==> config.mk <==
export PLATFORM = sky130hd
export DESIGN_NAME = tl_frag_arbiter_flat
export DESIGN_NICKNAME = d
export VERILOG_FILES = /design/src/rtl/tl_frag_arbiter_if.sv /design/src/rtl/tl_frag_arbiter.sv /design/src/flat_wrapper.sv
export SDC_FILE = /design/constraint.sdc
export NUM_CORES = 1
export LEC_CHECK = 0
export ABC_AREA = 1
export CAP_MARGIN = 0
export CORE_AREA = 4 4 132 134
export CTS_BUF_LIST = sky130_fd_sc_hd__clkbuf_4
export CTS_CLUSTER_DIAMETER = 100
export DETAILED_ROUTE_END_ITERATION = 12
export DIE_AREA = 0 0 136 138
export DONT_BUFFER_PORTS = 1
export SKIP_LAST_GASP = 1
export SLEW_MARGIN = 20
export SYNTH_ARGS = -nofsm -noshare
export SYNTH_HDL_FRONTEND = slang
export SYNTH_SLANG_ARGS = --single-unit
==> constraint.sdc <==
create_clock -name clock -period 7.1 [get_ports clock]
set_input_delay 0.355 -clock clock [delete_from_list [all_inputs] [get_ports clock]]
set_output_delay 0.355 -clock clock [all_outputs]
set_load 0.01 [all_outputs]
==> src/rtl/tl_frag_arbiter_if.sv <==
// TileLink-UL A/D channels seen by the two-port fragmenter arbiter: two requester
// ports on one side and the shared fragmenter input port on the other.
interface tl_frag_arbiter_if;
    logic        in0_a_valid, in0_a_ready;
    logic [2:0]  in0_a_bits_opcode, in0_a_bits_param, in0_a_bits_size;
    logic [3:0]  in0_a_bits_source;
    logic [16:0] in0_a_bits_address;
    logic [3:0]  in0_a_bits_mask;
    logic [31:0] in0_a_bits_data;
    logic        in0_a_bits_corrupt;

    logic        in1_a_valid, in1_a_ready;
    logic [2:0]  in1_a_bits_opcode, in1_a_bits_param, in1_a_bits_size;
    logic [3:0]  in1_a_bits_source;
    logic [16:0] in1_a_bits_address;
    logic [3:0]  in1_a_bits_mask;
    logic [31:0] in1_a_bits_data;
    logic        in1_a_bits_corrupt;

    logic        out_a_valid, out_a_ready;
    logic [2:0]  out_a_bits_opcode, out_a_bits_param, out_a_bits_size;
    logic [4:0]  out_a_bits_source;
    logic [16:0] out_a_bits_address;
    logic [3:0]  out_a_bits_mask;
    logic [31:0] out_a_bits_data;
    logic        out_a_bits_corrupt;

    logic        out_d_valid, out_d_ready;
    logic [2:0]  out_d_bits_opcode, out_d_bits_size;
    logic [4:0]  out_d_bits_source;
    logic [31:0] out_d_bits_data;

    logic        in0_d_valid, in0_d_ready;
    logic [2:0]  in0_d_bits_opcode, in0_d_bits_size;
    logic [3:0]  in0_d_bits_source;
    logic [31:0] in0_d_bits_data;

    logic        in1_d_valid, in1_d_ready;
    logic [2:0]  in1_d_bits_opcode, in1_d_bits_size;
    logic [3:0]  in1_d_bits_source;
    logic [31:0] in1_d_bits_data;

    // Arbiter view.
    modport slave (
        input  in0_a_valid, in0_a_bits_opcode, in0_a_bits_param, in0_a_bits_size,
               in0_a_bits_source, in0_a_bits_address, in0_a_bits_mask, in0_a_bits_data,
               in0_a_bits_corrupt,
        input  in1_a_valid, in1_a_bits_opcode, in1_a_bits_param, in1_a_bits_size,
               in1_a_bits_source, in1_a_bits_address, in1_a_bits_mask, in1_a_bits_data,
               in1_a_bits_corrupt,
        output in0_a_ready, in1_a_ready,
        output out_a_valid, out_a_bits_opcode, out_a_bits_param, out_a_bits_size,
               out_a_bits_source, out_a_bits_address, out_a_bits_mask, out_a_bits_data,
               out_a_bits_corrupt,
        input  out_a_ready,
        input  out_d_valid, out_d_bits_opcode, out_d_bits_size, out_d_bits_source,
               out_d_bits_data,
        output out_d_ready,
        output in0_d_valid, in0_d_bits_opcode, in0_d_bits_size, in0_d_bits_source,
               in0_d_bits_data,
        output in1_d_valid, in1_d_bits_opcode, in1_d_bits_size, in1_d_bits_source,
               in1_d_bits_data,
        input  in0_d_ready, in1_d_ready
    );

    // Requester/fragmenter environment view.
    modport master (
        output in0_a_valid, in0_a_bits_opcode, in0_a_bits_param, in0_a_bits_size,
               in0_a_bits_source, in0_a_bits_address, in0_a_bits_mask, in0_a_bits_data,
               in0_a_bits_corrupt,
        output in1_a_valid, in1_a_bits_opcode, in1_a_bits_param, in1_a_bits_size,
               in1_a_bits_source, in1_a_bits_address, in1_a_bits_mask, in1_a_bits_data,
               in1_a_bits_corrupt,
        input  in0_a_ready, in1_a_ready,
        input  out_a_valid, out_a_bits_opcode, out_a_bits_param, out_a_bits_size,
               out_a_bits_source, out_a_bits_address, out_a_bits_mask, out_a_bits_data,
               out_a_bits_corrupt,
        output out_a_ready,
        output out_d_valid, out_d_bits_opcode, out_d_bits_size, out_d_bits_source,
               out_d_bits_data,
        input  out_d_ready,
        input  in0_d_valid, in0_d_bits_opcode, in0_d_bits_size, in0_d_bits_source,
               in0_d_bits_data,
        input  in1_d_valid, in1_d_bits_opcode, in1_d_bits_size, in1_d_bits_source,
               in1_d_bits_data,
        output in0_d_ready, in1_d_ready
    );
endinterface

==> src/rtl/tl_frag_arbiter.sv <==
// Two-port round-robin TL-UL arbiter in front of the fragmenter: tags A requests with
// the port index in source[4], locks multi-beat Puts, routes D back by that tag.
module tl_frag_arbiter #(
    parameter int MAX_INFLIGHT = 15
) (
    input  logic             clock,
    input  logic             reset,
    tl_frag_arbiter_if.slave bus,
    output logic             idle,
    output logic             error
);
    localparam logic [3:0] CNT_MAX = 4'(MAX_INFLIGHT);

    // Beats minus one of a message whose opcode carries data at this size.
    function automatic logic [4:0] f_extra_beats(input logic [2:0] size);
        if (size <= 3'd2) return 5'd0;
        return 5'((6'd1 << (size - 3'd2)) - 6'd1);
    endfunction

    logic [1:0]       w_a_valid;
    logic [1:0][2:0]  w_a_opcode, w_a_param, w_a_size;
    logic [1:0][3:0]  w_a_source, w_a_mask;
    logic [1:0][16:0] w_a_address;
    logic [1:0][31:0] w_a_data;
    logic [1:0]       w_a_corrupt;

    assign w_a_valid   = {bus.in1_a_valid, bus.in0_a_valid};
    assign w_a_opcode  = {bus.in1_a_bits_opcode, bus.in0_a_bits_opcode};
    assign w_a_param   = {bus.in1_a_bits_param, bus.in0_a_bits_param};
    assign w_a_size    = {bus.in1_a_bits_size, bus.in0_a_bits_size};
    assign w_a_source  = {bus.in1_a_bits_source, bus.in0_a_bits_source};
    assign w_a_address = {bus.in1_a_bits_address, bus.in0_a_bits_address};
    assign w_a_mask    = {bus.in1_a_bits_mask, bus.in0_a_bits_mask};
    assign w_a_data    = {bus.in1_a_bits_data, bus.in0_a_bits_data};
    assign w_a_corrupt = {bus.in1_a_bits_corrupt, bus.in0_a_bits_corrupt};

    logic            r_lock, r_lock_port, r_rr, r_error;
    logic [4:0]      r_beats_left;
    logic [1:0][3:0] r_cnt;
    logic [1:0][4:0] r_dleft;

    logic [1:0] w_elig;
    logic       w_sel, w_any;

    // While locked the counter limit is ignored: the burst must complete.
    always_comb begin
        w_elig[0] = w_a_valid[0] && (r_cnt[0] < CNT_MAX);
        w_elig[1] = w_a_valid[1] && (r_cnt[1] < CNT_MAX);
        w_sel     = 1'b0;
        w_any     = 1'b0;
        if (r_lock) begin
            w_sel = r_lock_port;
            w_any = w_a_valid[r_lock_port];
        end else if (w_elig[0] && w_elig[1]) begin
            w_sel = r_rr;
            w_any = 1'b1;
        end else if (w_elig[1]) begin
            w_sel = 1'b1;
            w_any = 1'b1;
        end else if (w_elig[0]) begin
            w_any = 1'b1;
        end
    end

    assign bus.out_a_valid        = w_any;
    assign bus.in0_a_ready        = bus.out_a_ready & w_any & ~w_sel;
    assign bus.in1_a_ready        = bus.out_a_ready & w_any & w_sel;
    assign bus.out_a_bits_opcode  = w_a_opcode[w_sel];
    assign bus.out_a_bits_param   = w_a_param[w_sel];
    assign bus.out_a_bits_size    = w_a_size[w_sel];
    assign bus.out_a_bits_source  = {w_sel, w_a_source[w_sel]};
    assign bus.out_a_bits_address = w_a_address[w_sel];
    assign bus.out_a_bits_mask    = w_a_mask[w_sel];
    assign bus.out_a_bits_data    = w_a_data[w_sel];
    assign bus.out_a_bits_corrupt = w_a_corrupt[w_sel];

    logic w_d_port;
    assign w_d_port              = bus.out_d_bits_source[4];
    assign bus.out_d_ready       = w_d_port ? bus.in1_d_ready : bus.in0_d_ready;
    assign bus.in0_d_valid       = bus.out_d_valid & ~w_d_port;
    assign bus.in1_d_valid       = bus.out_d_valid & w_d_port;
    assign bus.in0_d_bits_opcode = bus.out_d_bits_opcode;
    assign bus.in1_d_bits_opcode = bus.out_d_bits_opcode;
    assign bus.in0_d_bits_size   = bus.out_d_bits_size;
    assign bus.in1_d_bits_size   = bus.out_d_bits_size;
    assign bus.in0_d_bits_source = bus.out_d_bits_source[3:0];
    assign bus.in1_d_bits_source = bus.out_d_bits_source[3:0];
    assign bus.in0_d_bits_data   = bus.out_d_bits_data;
    assign bus.in1_d_bits_data   = bus.out_d_bits_data;

    logic       w_a_fire, w_a_first, w_d_fire, w_d_first, w_d_last;
    logic [4:0] w_a_extra, w_d_extra;
    logic [1:0] w_inc, w_dec;

    assign w_a_fire  = w_any & bus.out_a_ready;
    assign w_a_first = w_a_fire & ~r_lock;
    assign w_a_extra = w_a_opcode[w_sel][2] ? 5'd0 : f_extra_beats(w_a_size[w_sel]);
    assign w_d_fire  = bus.out_d_valid & bus.out_d_ready;
    assign w_d_extra = (bus.out_d_bits_opcode == 3'd1) ? f_extra_beats(bus.out_d_bits_size) : 5'd0;
    assign w_d_first = (r_dleft[w_d_port] == 5'd0);
    assign w_d_last  = w_d_first ? (w_d_extra == 5'd0) : (r_dleft[w_d_port] == 5'd1);
    assign w_inc     = {w_a_first & w_sel, w_a_first & ~w_sel};
    assign w_dec     = {w_d_fire & w_d_last & w_d_port, w_d_fire & w_d_last & ~w_d_port};

    always_ff @(posedge clock or negedge reset) begin
        if (!reset) begin
            r_lock       <= 1'b0;
            r_lock_port  <= 1'b0;
            r_beats_left <= 5'd0;
            r_rr         <= 1'b0;
            r_cnt        <= '0;
            r_dleft      <= '0;
            r_error      <= 1'b0;
        end else begin
            if (w_a_first) begin
                r_rr <= ~w_sel;
                if (w_a_extra != 5'd0) begin
                    r_lock       <= 1'b1;
                    r_lock_port  <= w_sel;
                    r_beats_left <= w_a_extra;
                end
            end else if (w_a_fire) begin
                r_beats_left <= r_beats_left - 5'd1;
                if (r_beats_left == 5'd1) r_lock <= 1'b0;
            end
            if (w_d_fire)
                r_dleft[w_d_port] <= w_d_first ? w_d_extra : r_dleft[w_d_port] - 5'd1;
            // A response for a port with nothing outstanding, unless its request fires now.
            if (w_d_fire && w_d_first && (r_cnt[w_d_port] == 4'd0) && !w_inc[w_d_port])
                r_error <= 1'b1;
            for (int n = 0; n < 2; n++) begin
                if (w_inc[n] && !w_dec[n])
                    r_cnt[n] <= r_cnt[n] + 4'd1;
                else if (w_dec[n] && !w_inc[n] && (r_cnt[n] != 4'd0))
                    r_cnt[n] <= r_cnt[n] - 4'd1;
            end
        end
    end

    assign idle  = ~r_lock & (r_cnt[0] == 4'd0) & (r_cnt[1] == 4'd0);
    assign error = r_error;
endmodule

==> src/flat_wrapper.sv <==
// flat-port wrapper written by rule: the top's interface ports become plain ports
module tl_frag_arbiter_flat 
#(
    parameter int MAX_INFLIGHT = 15
)
  (clock, reset, idle, error, bus_in0_a_valid, bus_in0_a_bits_opcode, bus_in0_a_bits_param, bus_in0_a_bits_size, bus_in0_a_bits_source, bus_in0_a_bits_address, bus_in0_a_bits_mask, bus_in0_a_bits_data, bus_in0_a_bits_corrupt, bus_in1_a_valid, bus_in1_a_bits_opcode, bus_in1_a_bits_param, bus_in1_a_bits_size, bus_in1_a_bits_source, bus_in1_a_bits_address, bus_in1_a_bits_mask, bus_in1_a_bits_data, bus_in1_a_bits_corrupt, bus_in0_a_ready, bus_in1_a_ready, bus_out_a_valid, bus_out_a_bits_opcode, bus_out_a_bits_param, bus_out_a_bits_size, bus_out_a_bits_source, bus_out_a_bits_address, bus_out_a_bits_mask, bus_out_a_bits_data, bus_out_a_bits_corrupt, bus_out_a_ready, bus_out_d_valid, bus_out_d_bits_opcode, bus_out_d_bits_size, bus_out_d_bits_source, bus_out_d_bits_data, bus_out_d_ready, bus_in0_d_valid, bus_in0_d_bits_opcode, bus_in0_d_bits_size, bus_in0_d_bits_source, bus_in0_d_bits_data, bus_in1_d_valid, bus_in1_d_bits_opcode, bus_in1_d_bits_size, bus_in1_d_bits_source, bus_in1_d_bits_data, bus_in0_d_ready, bus_in1_d_ready);
  tl_frag_arbiter_if bus_i ();
  input  logic clock;
  input  logic reset;
  output logic idle;
  output logic error;
  input wire logic [$bits(bus_i.in0_a_valid)-1:0] bus_in0_a_valid;
  input wire logic [$bits(bus_i.in0_a_bits_opcode)-1:0] bus_in0_a_bits_opcode;
  input wire logic [$bits(bus_i.in0_a_bits_param)-1:0] bus_in0_a_bits_param;
  input wire logic [$bits(bus_i.in0_a_bits_size)-1:0] bus_in0_a_bits_size;
  input wire logic [$bits(bus_i.in0_a_bits_source)-1:0] bus_in0_a_bits_source;
  input wire logic [$bits(bus_i.in0_a_bits_address)-1:0] bus_in0_a_bits_address;
  input wire logic [$bits(bus_i.in0_a_bits_mask)-1:0] bus_in0_a_bits_mask;
  input wire logic [$bits(bus_i.in0_a_bits_data)-1:0] bus_in0_a_bits_data;
  input wire logic [$bits(bus_i.in0_a_bits_corrupt)-1:0] bus_in0_a_bits_corrupt;
  input wire logic [$bits(bus_i.in1_a_valid)-1:0] bus_in1_a_valid;
  input wire logic [$bits(bus_i.in1_a_bits_opcode)-1:0] bus_in1_a_bits_opcode;
  input wire logic [$bits(bus_i.in1_a_bits_param)-1:0] bus_in1_a_bits_param;
  input wire logic [$bits(bus_i.in1_a_bits_size)-1:0] bus_in1_a_bits_size;
  input wire logic [$bits(bus_i.in1_a_bits_source)-1:0] bus_in1_a_bits_source;
  input wire logic [$bits(bus_i.in1_a_bits_address)-1:0] bus_in1_a_bits_address;
  input wire logic [$bits(bus_i.in1_a_bits_mask)-1:0] bus_in1_a_bits_mask;
  input wire logic [$bits(bus_i.in1_a_bits_data)-1:0] bus_in1_a_bits_data;
  input wire logic [$bits(bus_i.in1_a_bits_corrupt)-1:0] bus_in1_a_bits_corrupt;
  output wire logic [$bits(bus_i.in0_a_ready)-1:0] bus_in0_a_ready;
  output wire logic [$bits(bus_i.in1_a_ready)-1:0] bus_in1_a_ready;
  output wire logic [$bits(bus_i.out_a_valid)-1:0] bus_out_a_valid;
  output wire logic [$bits(bus_i.out_a_bits_opcode)-1:0] bus_out_a_bits_opcode;
  output wire logic [$bits(bus_i.out_a_bits_param)-1:0] bus_out_a_bits_param;
  output wire logic [$bits(bus_i.out_a_bits_size)-1:0] bus_out_a_bits_size;
  output wire logic [$bits(bus_i.out_a_bits_source)-1:0] bus_out_a_bits_source;
  output wire logic [$bits(bus_i.out_a_bits_address)-1:0] bus_out_a_bits_address;
  output wire logic [$bits(bus_i.out_a_bits_mask)-1:0] bus_out_a_bits_mask;
  output wire logic [$bits(bus_i.out_a_bits_data)-1:0] bus_out_a_bits_data;
  output wire logic [$bits(bus_i.out_a_bits_corrupt)-1:0] bus_out_a_bits_corrupt;
  input wire logic [$bits(bus_i.out_a_ready)-1:0] bus_out_a_ready;
  input wire logic [$bits(bus_i.out_d_valid)-1:0] bus_out_d_valid;
  input wire logic [$bits(bus_i.out_d_bits_opcode)-1:0] bus_out_d_bits_opcode;
  input wire logic [$bits(bus_i.out_d_bits_size)-1:0] bus_out_d_bits_size;
  input wire logic [$bits(bus_i.out_d_bits_source)-1:0] bus_out_d_bits_source;
  input wire logic [$bits(bus_i.out_d_bits_data)-1:0] bus_out_d_bits_data;
  output wire logic [$bits(bus_i.out_d_ready)-1:0] bus_out_d_ready;
  output wire logic [$bits(bus_i.in0_d_valid)-1:0] bus_in0_d_valid;
  output wire logic [$bits(bus_i.in0_d_bits_opcode)-1:0] bus_in0_d_bits_opcode;
  output wire logic [$bits(bus_i.in0_d_bits_size)-1:0] bus_in0_d_bits_size;
  output wire logic [$bits(bus_i.in0_d_bits_source)-1:0] bus_in0_d_bits_source;
  output wire logic [$bits(bus_i.in0_d_bits_data)-1:0] bus_in0_d_bits_data;
  output wire logic [$bits(bus_i.in1_d_valid)-1:0] bus_in1_d_valid;
  output wire logic [$bits(bus_i.in1_d_bits_opcode)-1:0] bus_in1_d_bits_opcode;
  output wire logic [$bits(bus_i.in1_d_bits_size)-1:0] bus_in1_d_bits_size;
  output wire logic [$bits(bus_i.in1_d_bits_source)-1:0] bus_in1_d_bits_source;
  output wire logic [$bits(bus_i.in1_d_bits_data)-1:0] bus_in1_d_bits_data;
  input wire logic [$bits(bus_i.in0_d_ready)-1:0] bus_in0_d_ready;
  input wire logic [$bits(bus_i.in1_d_ready)-1:0] bus_in1_d_ready;
  assign bus_i.in0_a_valid = bus_in0_a_valid;
  assign bus_i.in0_a_bits_opcode = bus_in0_a_bits_opcode;
  assign bus_i.in0_a_bits_param = bus_in0_a_bits_param;
  assign bus_i.in0_a_bits_size = bus_in0_a_bits_size;
  assign bus_i.in0_a_bits_source = bus_in0_a_bits_source;
  assign bus_i.in0_a_bits_address = bus_in0_a_bits_address;
  assign bus_i.in0_a_bits_mask = bus_in0_a_bits_mask;
  assign bus_i.in0_a_bits_data = bus_in0_a_bits_data;
  assign bus_i.in0_a_bits_corrupt = bus_in0_a_bits_corrupt;
  assign bus_i.in1_a_valid = bus_in1_a_valid;
  assign bus_i.in1_a_bits_opcode = bus_in1_a_bits_opcode;
  assign bus_i.in1_a_bits_param = bus_in1_a_bits_param;
  assign bus_i.in1_a_bits_size = bus_in1_a_bits_size;
  assign bus_i.in1_a_bits_source = bus_in1_a_bits_source;
  assign bus_i.in1_a_bits_address = bus_in1_a_bits_address;
  assign bus_i.in1_a_bits_mask = bus_in1_a_bits_mask;
  assign bus_i.in1_a_bits_data = bus_in1_a_bits_data;
  assign bus_i.in1_a_bits_corrupt = bus_in1_a_bits_corrupt;
  assign bus_in0_a_ready = bus_i.in0_a_ready;
  assign bus_in1_a_ready = bus_i.in1_a_ready;
  assign bus_out_a_valid = bus_i.out_a_valid;
  assign bus_out_a_bits_opcode = bus_i.out_a_bits_opcode;
  assign bus_out_a_bits_param = bus_i.out_a_bits_param;
  assign bus_out_a_bits_size = bus_i.out_a_bits_size;
  assign bus_out_a_bits_source = bus_i.out_a_bits_source;
  assign bus_out_a_bits_address = bus_i.out_a_bits_address;
  assign bus_out_a_bits_mask = bus_i.out_a_bits_mask;
  assign bus_out_a_bits_data = bus_i.out_a_bits_data;
  assign bus_out_a_bits_corrupt = bus_i.out_a_bits_corrupt;
  assign bus_i.out_a_ready = bus_out_a_ready;
  assign bus_i.out_d_valid = bus_out_d_valid;
  assign bus_i.out_d_bits_opcode = bus_out_d_bits_opcode;
  assign bus_i.out_d_bits_size = bus_out_d_bits_size;
  assign bus_i.out_d_bits_source = bus_out_d_bits_source;
  assign bus_i.out_d_bits_data = bus_out_d_bits_data;
  assign bus_out_d_ready = bus_i.out_d_ready;
  assign bus_in0_d_valid = bus_i.in0_d_valid;
  assign bus_in0_d_bits_opcode = bus_i.in0_d_bits_opcode;
  assign bus_in0_d_bits_size = bus_i.in0_d_bits_size;
  assign bus_in0_d_bits_source = bus_i.in0_d_bits_source;
  assign bus_in0_d_bits_data = bus_i.in0_d_bits_data;
  assign bus_in1_d_valid = bus_i.in1_d_valid;
  assign bus_in1_d_bits_opcode = bus_i.in1_d_bits_opcode;
  assign bus_in1_d_bits_size = bus_i.in1_d_bits_size;
  assign bus_in1_d_bits_source = bus_i.in1_d_bits_source;
  assign bus_in1_d_bits_data = bus_i.in1_d_bits_data;
  assign bus_i.in0_d_ready = bus_in0_d_ready;
  assign bus_i.in1_d_ready = bus_in1_d_ready;
  tl_frag_arbiter #(.MAX_INFLIGHT(MAX_INFLIGHT)) u_core (.clock(clock), .reset(reset), .bus(bus_i), .idle(idle), .error(error));
endmodule
==> impl_metrics.ini, run 1 <==
[yosys]
syn_inst = 597
synth_nets = 795
synth_cell_type_count = 38
ys_ff_latch = 27
synthArstFlopShare = 1.00
ys.flop_type = dfrtp_1
synth_warnings = 0
seq_area_frac_synth = 0.188
synth_edf_count = 0
netlist_area_sq_um = 3600
synth.avg_cell_area_sq_um = 6.03

[clock_tree]
cts_tree = done
clkTransAtPathRegs_ns = 0.16
clock-sinks = 27
numCtsBuffers = 3
post-cts-setup-buffer-count = 0
clock-root-buffer = clkbuf_4
htreeDepth = 1
cts_resized = 0
clock_path_buffers = 2
holdBufCountCts = 2
clk_latency_ns = 0.33

[floorplan]
core_area_sq_um = 16300
start_util = 0.221
die_h_microns = 138
die_x_microns = 136
rows = 47
ios = 345
die_area_sq_um = 18800

[sta]
max_freq_ghz = 0.335
slew-limit-headroom = 0.525
tns_ns = 0
finalCritPeriodShare = 0.420
maxSlewViolCount = 0
rsz0062_at_grt = no
tightest_slew_ns = 0.713
finalHoldViolCount = 0
clock_skew_ns = 0.00492
min_period_ns = 2.98
setup-violations-final = 0

[final_layout]
multi_input_area_sq_um = 2020
num-fill-cells = 1878
fin_area_sq_um = 3230
drive_above_1_share = 0.0754
layout.nets = 703
area_delta_synth_final_pct = -10.2
seq_area_sq_um = 676
antennaDiodeCount = 0
final_cells = 724

[detailed_routing]
drtAntennaViolNets = 0
drt_first_pass_iters = 5
viasPerCell = 4.43
wl_per_cell_microns = 16.4
via_count = 3204
drt_iter0_drc = 202
drc = 0
routed_wl_microns = 11900

[power_and_ir_drop]
power.share.sequential = 0.206
vdd_ir_drop_max_v = 0.000196
switchingPower_mw = 0.853
power_frac_clock = 0.054
internal-power_mw = 0.532
leakagePower_nw = 1.80
pwr-share-comb = 0.740
cellPowerDensity_nw_per_um2 = 428
netSwitchingFraction = 0.616

[global_route]
busiest_layer = met2
grt_pass1_wl_microns = 17200
grtUsageMet2 = 0.202
grt_pass1_vias = 3038
grtUsageMet1 = 0.112
antenna_found_initial = 0
grt.total_usage = 0.118
grt_use_met3 = 0.0821
overflow = 0
grt_max_degree = 73

[setup_path]
r2r-start = u_core.r_dleft[5]
required_ns = 7.35
rr_endpoint = u_core.r_cnt[7]
r2r_cells = 18
worstPathArrival_ns = 3.23
end_kind = flip-flop
path_cells = or2_2 -> o21ai_0 -> ha_1 -> nand2_2 -> nor3_4 -> nand2_2 -> and2_4 -> nand2_4 -> nand2_4 -> ha_1 -> nand2_1 -> nand2_1 -> a31oi_1 -> inv_1 -> nand2_1 -> nand3_1 -> nand2_1 -> nand2_1
crit_fanout = 10
crit_family = simple AND/OR/NAND/NOR gates
rrSetupSlack_ns = 4.12
cpMostUsedCell = nand2_1
critPathLaunchType = flip-flop
cp_slowest_cell = dfrtp_1
slowest_delay_ns = 0.40
critPathBufInv = 1
critPathKind = reg2reg

[place]
port_buffers = 0
gp_congestion = 0.849
dpl_cell_area_sq_um = 3170
dp_hpwl_microns = 10200
dp_cells = 718

[run]
drv_cap = 0

[worst_hold_path]
hold_start = bus_out_d_bits_source[4]
hold_end = u_core.r_cnt[5]
holdPathStages = 3
hold_path.class = in2reg

[status]
outcome = complete, no violations
-- worst register-to-register path, cell delays in order, from the launching register on --
cell	delay [ns]
dfrtp_1	0.40
or2_2	0.29
o21ai_0	0.14
ha_1	0.26
nand2_2	0.09
nor3_4	0.32
nand2_2	0.09
and2_4	0.20
nand2_4	0.07
nand2_4	0.08
ha_1	0.33
nand2_1	0.09
nand2_1	0.05
a31oi_1	0.20
inv_1	0.06
nand2_1	0.08
nand3_1	0.07
nand2_1	0.06
nand2_1	0.04
-- layout by cell type (no fill, tap or decap), drive strengths merged --
master and count:
dfrtp 27, dlygate4sd3 1, nand3b 1, nand4 10, xor2 8, xnor2 1
ha 11, nand2 294, and2 1, a22oi 1, o2111ai 1, nor3 2
or2 2, inv 49, o21bai 1, mux2i 1, o21a 1, nor2 19
buf 3, a31oi 5, o21ai 23, a31o 1, fa 2, a21oi 4
clkbuf 4, nand3 29, nor4 2
-- per-layer routing --
metal	vias to the layer above	wire (microns)
met1	1446	3890
met3	20	2120
li1	1575	-
met4	0	274
met2	163	5600
met5	-	0
-- stage by stage --
stage / power, mW / utilization / worst slack (ns) / hold slack [ns]
floorplan: 1.17 / - / 4.34 / 0.0594
global placement: 1.30 / 0.195 / 4.17 / 0.0602
detailed placement: 1.31 / 0.195 / 4.07 / 0.0602
CTS: 1.39 / 0.198 / 4.11 / 0.281
global route: 1.56 / 0.198 / 3.81 / 0.290
finish: 1.38 / 0.198 / 4.12 / 0.289
-- how the worst max path moves through the flow --
stage / start / cells past startpoint / endpoint
floorplan: bus_out_d_bits_source[4] / 19 / u_core.r_cnt[3]
global placement: bus_out_d_bits_source[4] / 19 / u_core.r_cnt[7]
detailed placement: bus_out_d_bits_source[4] / 19 / u_core.r_cnt[7]
CTS: u_core.r_dleft[5] / 18 / u_core.r_cnt[7]
global route: u_core.r_dleft[5] / 18 / u_core.r_cnt[7]
finish: u_core.r_dleft[5] / 18 / u_core.r_cnt[7]
-- cell usage after synthesis, types with 5 or more instances --
library cell / number / area (sq um)
a31oi_1: 5 / 31.3
buf_4: 85 / 638
clkbuf_1: 7 / 26.3
dfrtp_1: 27 / 676
ha_1: 11 / 138
inv_1: 46 / 173
nand2_1: 281 / 1050
nand2_2: 7 / 43.8
nand2_4: 6 / 67.6
nand3_1: 25 / 125
nand4_1: 9 / 56.3
nor2_1: 17 / 63.8
o21ai_0: 17 / 85.1
xor2_1: 8 / 70.1
-- cell type report --
class	count	share of cell area
flip-flops and latches	27	0.209
clock buffers	4	0.00929
multi-input cells	420	0.626
repair buffers	4	0.0139
inverters	49	0.0569
well taps	220	0.0851
-- state kept, by name, summed over array words and instances (netlist names) --
signal               count
u_core.r_dleft          10
u_core.r_cnt             8
u_core.r_beats_left      5
u_core.error             1
u_core.r_lock            1
u_core.r_lock_port       1
u_core.r_rr              1
-- cells by family after synthesis --
group                    after synthesis  synth area share
flip-flops                            27             0.188
adder cells (fa/ha/maj)               13            0.0494
AO/OA/AOI/OAI                         37            0.0605
buffers and inverters                150             0.250
XOR/XNOR                               9            0.0219
multiplexers                           1           0.00278
AND/OR/NAND/NOR                      360             0.428
-- power groups by stage --
stage | Clock [mW] | Combinational (mW) | Sequential, mW
after floorplan | 0 | 0.892 | 0.273
after global placement | 0 | 1.01 | 0.288
after detailed placement | 0 | 1.03 | 0.288
after CTS | 0.0768 | 1.03 | 0.285
after global routing | 0.0844 | 1.18 | 0.298
final | 0.0744 | 1.03 | 0.285
Power figures use the tool's default switching activity.
==> run 2, diff against run 1 <==
==> constraint.sdc (replaced) <==
create_clock -name clock -period 2.8 [get_ports clock]
set_input_delay 0.14 -clock clock [delete_from_list [all_inputs] [get_ports clock]]
set_output_delay 0.14 -clock clock [all_outputs]
set_load 0.01 [all_outputs]
==> run 2 against run 1 <==
  * Final cell count increased by 1.4%
  * Via count is 2.6% higher
  * Count of clock-buffer cells in the layout decreased by 1
  * Sequential power grew to 2.6 times the previous value
  * Register-to-register slack got worse by 3.9 ns
  * Critical endpoint is now bus_out_a_bits_source[3]
  * Die area unchanged
  * Sequential share of layout area decreased by 0.98 points
==> impl_metrics.ini, run 2 (synthesis gave the netlist of run 1 again) <==
[status]
outcome = complete, no violations

[final_layout]
final_common_cell = nand2_1
top_register = u_core.r_dleft
largest_reg_flops = 10
fin_area_sq_um = 3390
num-fill-cells = 1861
layout.nets = 713
area_delta_synth_final_pct = -5.77
antennaDiodeCount = 0
mostFrequentLayoutCells = 281 x nand2_1, 46 x inv_1, 27 x dfrtp_1, 25 x nand3_1, 17 x nor2_1
largestRegisters = u_core.r_dleft: 10 flops, u_core.r_cnt: 8 flops, u_core.r_beats_left: 5 flops
drive_above_1_share = 0.107

[global_route]
grt.total_usage = 0.119
antenna_found_initial = 0
grt_max_degree = 67
grt_pass1_vias = 3140
grt_pass1_wl_microns = 17700
overflow = 0

[clock_tree]
clock_path_buffers = 2
clock-sinks = 27
clk_latency_ns = 0.34
htreeDepth = 1
clkTransAtPathRegs_ns = 0.17
clock-root-buffer = clkbuf_4
cts_tree = done
numCtsBuffers = 3

[sta]
worst_slack_ns = 0.217
setup-violations-final = 0
finalHoldViolCount = 0
maxSlewViolCount = 0
finalCritPeriodShare = 0.923
min_period_ns = 2.58
slew-limit-headroom = 0.659
max_freq_ghz = 0.387
clock_skew_ns = 0.0185
tightest_slew_ns = 0.507

[detailed_routing]
drtAntennaViolNets = 0
drt_first_pass_iters = 4
wl_per_cell_microns = 16.4
drt_iter0_drc = 168
routed_wl_microns = 12000
viasPerCell = 4.48
via_count = 3287
drc = 0

[floorplan]
rows = 47
ios = 345
start_util = 0.221
die_area_sq_um = 18800
die_h_microns = 138
die_x_microns = 136
core_area_sq_um = 16300

[power_and_ir_drop]
leakagePower_nw = 1.85
vdd_ir_drop_max_v = 0.000484
cellPowerDensity_nw_per_um2 = 1090

[place]
dp_slack_ns = 0.0218
gp_congestion = 0.853
port_buffers = 0
dp_hpwl_microns = 10200
dpl_cell_area_sq_um = 3230

[setup_path]
required_ns = 2.66
crit_family = buffers and inverters
critPathLaunchType = flip-flop
slowest_delay_ns = 0.49
end_kind = output pin
cp_slowest_cell = dfrtp_1
crit_fanout = 56
critPathBufInv = 4
cpMostUsedCell = nand2_1
worstPathArrival_ns = 2.44
path_cells = nand2_1 -> inv_1 -> nand2_1 -> nand3_2 -> nand3_2 -> buf_4 -> buf_6 -> nand2_1 -> nand2_1 -> buf_4
critPathKind = reg2out

[worst_hold_path]
hold_path.class = in2reg

[run]
drv_cap = 0
run 2: changes by cell type in the layout (fill, tap and decap cells not counted), sizes merged:
cell / delta
clkinvlp: +1
clkbuf: -1
buf: +10
run 2: what timing repair did:
action | 4_1_cts | 5_1_grt
hold buffers | 2 | 0
resized for setup | 0 | 14
hold endpoints to repair | 27 | 0
endpoints found under the setup margin | 0 | 15
setup buffers | 0 | 2
run 2: final cells by class:
type / count / area [sq um] / share of cell area
clock inverter: 1 / 7.51 / 0.00221
clock buffer: 3 / 22.5 / 0.00664
multi-input combinational: 420 / 2100 / 0.619
inverter: 49 / 184 / 0.0542
timing repair buffer: 14 / 128 / 0.0376
tap: 220 / 275 / 0.0812
sequential: 27 / 676 / 0.199
run 2: final timing paths:
kind	startpoint	endpoint	slack, ns	cells after the start
max in group asynchronous	reset	u_core.r_dleft[7]	2.40	2
hold / removal	bus_out_d_bits_source[4]	u_core.error	0.04	2
setup / recovery	u_core.r_cnt[0]	bus_out_a_bits_source[3]	0.22	10
setup reg to reg	u_core.r_dleft[5]	u_core.r_cnt[7]	0.24	17
min in group asynchronous	reset	u_core.r_cnt[7]	0.23	2
hold reg to reg	u_core.r_dleft[3]	u_core.r_dleft[3]	0.51	2
run 2: through the flow:
stage | setup TNS [ns] | hold slack, ns | power, mW | std cells | utilization
final | 0 | 0.0435 | 3.71 | 734 | 0.208
after global routing | -0.0163 | 0.0240 | 4.15 | 734 | 0.208
after CTS | 0 | 0.0358 | 3.60 | 732 | 0.202
after detailed placement | 0 | -0.155 | 3.39 | 726 | 0.198
after global placement | 0 | -0.155 | 3.38 | 726 | 0.198
after floorplan | 0 | -0.156 | 2.95 | 597 | -
run 2: power breakdown:
part           total (mW)  internal (mW)  switching [mW]
registers           0.743          0.562           0.181
clock network       0.183         0.0546           0.129
logic                2.79          0.844            1.94
total                3.71           1.46            2.25
run 2: routing by layer:
metal / global-route usage / wire length (microns)
met2: 0.206 / 5670
met4: 0.0286 / 194
met1: 0.116 / 3950
met3: 0.0828 / 2230
met5: 0 / 0
==> run 3, diff against run 2 <==
==> constraint.sdc (replaced) <==
create_clock -name clock -period 2.5 [get_ports clock]
set_input_delay 0.125 -clock clock [delete_from_list [all_inputs] [get_ports clock]]
set_output_delay 0.125 -clock clock [all_outputs]
set_load 0.01 [all_outputs]
==> run 3 against run 2 <==
  * Register-to-register slack lost 0.23 ns
  * Non-clock buffer count rose by 17
  * Via count is the same
  * Sequential power up 8.3%
  * Combinational power is 23% higher
  * Clock skew is 0.0064 ns lower
  * Final cell count up 2.3%
  * Sequential share of layout area shrank 1.0 points
  * Total power grew 19%
  * Count of clock-buffer cells in the layout unchanged
==> impl_metrics.ini, run 3 (synthesis gave the netlist of run 1 again) <==
[floorplan]
die_x_microns = 136
core_area_sq_um = 16300
rows = 47
start_util = 0.221
die_h_microns = 138
die_area_sq_um = 18800
ios = 345

[clock_tree]
cts_tree = done
numCtsBuffers = 3
clock-root-buffer = clkbuf_4
htreeDepth = 1
clk_latency_ns = 0.33
clock_path_buffers = 2
clock-sinks = 27
clkTransAtPathRegs_ns = 0.15

[final_layout]
top_register = u_core.r_dleft
drive_above_1_share = 0.160
antennaDiodeCount = 0
fin_area_sq_um = 3590
mostFrequentLayoutCells = 276 x nand2_1, 46 x inv_1, 27 x buf_4, 25 x dfrtp_1, 23 x nand3_1
largestRegisters = u_core.r_dleft: 10 flops, u_core.r_cnt: 8 flops, u_core.r_beats_left: 5 flops
num-fill-cells = 1817
final_common_cell = nand2_1
layout.nets = 730
area_delta_synth_final_pct = -0.278
largest_reg_flops = 10
fin_util = 0.220

[detailed_routing]
via_count = 3287
wl_per_cell_microns = 16.5
top_layer = met4
drt_first_pass_iters = 4
drtAntennaViolNets = 0
drt_iter0_drc = 188
drc = 0
wl_met2_microns = 5790
viasPerCell = 4.38
routed_wl_microns = 12400
wl_met1_microns = 4140
met3_length_microns = 2280

[worst_hold_path]
hold_start = bus_out_d_bits_source[4]
hold_end = u_core.error
hold_path.class = in2reg
holdPathStages = 2

[sta]
max_freq_ghz = 0.402
finalCritPeriodShare = 0.995
rsz0062_at_grt = yes
finalHoldViolCount = 0
clock_skew_ns = 0.0121
min_period_ns = 2.49
setup-violations-final = 0
worst_slack_ns = 0.0129
slew-limit-headroom = 0.643
tns_ns = 0
maxSlewViolCount = 0
tightest_slew_ns = 0.530
worst_hold_slack_ns = 0.0368

[place]
dp_hpwl_microns = 10500
port_buffers = 0
dp_slack_ns = -0.0379
gp_congestion = 0.834
dpl_cell_area_sq_um = 3360

[global_route]
grt_pass1_vias = 3047
grt.total_usage = 0.120
grt_max_degree = 67
antenna_found_initial = 0
grt_pass1_wl_microns = 17500
overflow = 0

[power_and_ir_drop]
power_frac_clock = 0.044
power.share.sequential = 0.182
leakagePower_nw = 1.94
pwr-share-comb = 0.773
vdd_ir_drop_max_v = 0.000484
internal-power_mw = 1.82
netSwitchingFraction = 0.587
cellPowerDensity_nw_per_um2 = 1230
switchingPower_mw = 2.60

[setup_path]
end_kind = flip-flop
rrSetupSlack_ns = 0.01
required_ns = 2.73
rr_endpoint = u_core.r_cnt[3]
critPathKind = reg2reg
worstPathArrival_ns = 2.72
crit_fanout = 4
critPathLaunchType = flip-flop
r2r-start = u_core.r_dleft[5]
r2r_cells = 18

[run]
drv_cap = 0

[status]
outcome = complete, no violations
==> run 3: cell type report <==
| class | count | area [sq um] | area share |
|---|---|---|---|
| Clock buffer | 3 | 22.5 | 0.00627 |
| Clock inverter | 1 | 5.00 | 0.00139 |
| Inverter | 49 | 184 | 0.0512 |
| Multi-Input combinational cell | 420 | 2160 | 0.601 |
| Sequential cell | 27 | 678 | 0.189 |
| Tap cell | 220 | 275 | 0.0767 |
| Timing Repair Buffer | 31 | 267 | 0.0742 |
==> run 3: repair_timing <==
item / in CTS / in global routing
setup buffers: 3 / 5
gates resized for setup: 4 / 21
pin swaps: 5 / 18
hold endpoints to repair: 27 / 0
setup endpoints to repair: 2 / 70
hold buffers: 2 / 0
==> run 3: how the worst max path moves through the flow <==
stage                                      start              end  slack (ns)
final                          u_core.r_dleft[5]  u_core.r_cnt[3]        0.01
after global routing           u_core.r_dleft[5]  u_core.r_cnt[3]       -0.13
after CTS                      u_core.r_dleft[5]  u_core.r_cnt[3]       -0.02
after detailed placement  bus_out_d_bits_size[2]  u_core.r_cnt[7]       -0.04
after global placement    bus_out_d_bits_size[2]  u_core.r_cnt[7]        0.02
after floorplan                u_core.r_dleft[5]  u_core.r_cnt[7]       -0.04
==> run 3: power by group through the flow <==
stage	Sequential, mW	Clock [mW]	Combinational [mW]
global placement	0.799	0	3.14
floorplan	0.784	0	2.56
CTS	0.798	0.211	3.24
finish	0.805	0.196	3.42
detailed placement	0.800	0	3.18
global route	0.839	0.227	3.89
==> run 3: stage by stage <==
step,power [mW],std cells
2_1_floorplan,3.35,597
3_3_place_gp,3.94,737
3_5_place_dp,3.98,737
4_1_cts,4.25,746
5_1_grt,4.95,751
6_report,4.42,751
==> run 3: routing by layer <==
metal  track usage  vias to the layer above
li1              -                     1629
met1         0.119                     1469
met2         0.205                      174
met3        0.0836                       15
met4        0.0260                        0
met5             0                        -
==> run 3: worst max-delay path, stage by stage (launching register included) <==
cell and delay (ns):
dfrtp_1 0.40, or2_4 0.26, o21ai_4 0.09, ha_4 0.19
nand2_4 0.06, nor3_4 0.16, nand2_2 0.07, and2_4 0.18
nand2_4 0.07, nand2_4 0.06, ha_4 0.27, nand2_2 0.06
nand2_2 0.07, a31oi_4 0.15, inv_1 0.05, nand2_1 0.08
nand3_1 0.07, nand2_1 0.06, nand2_1 0.05
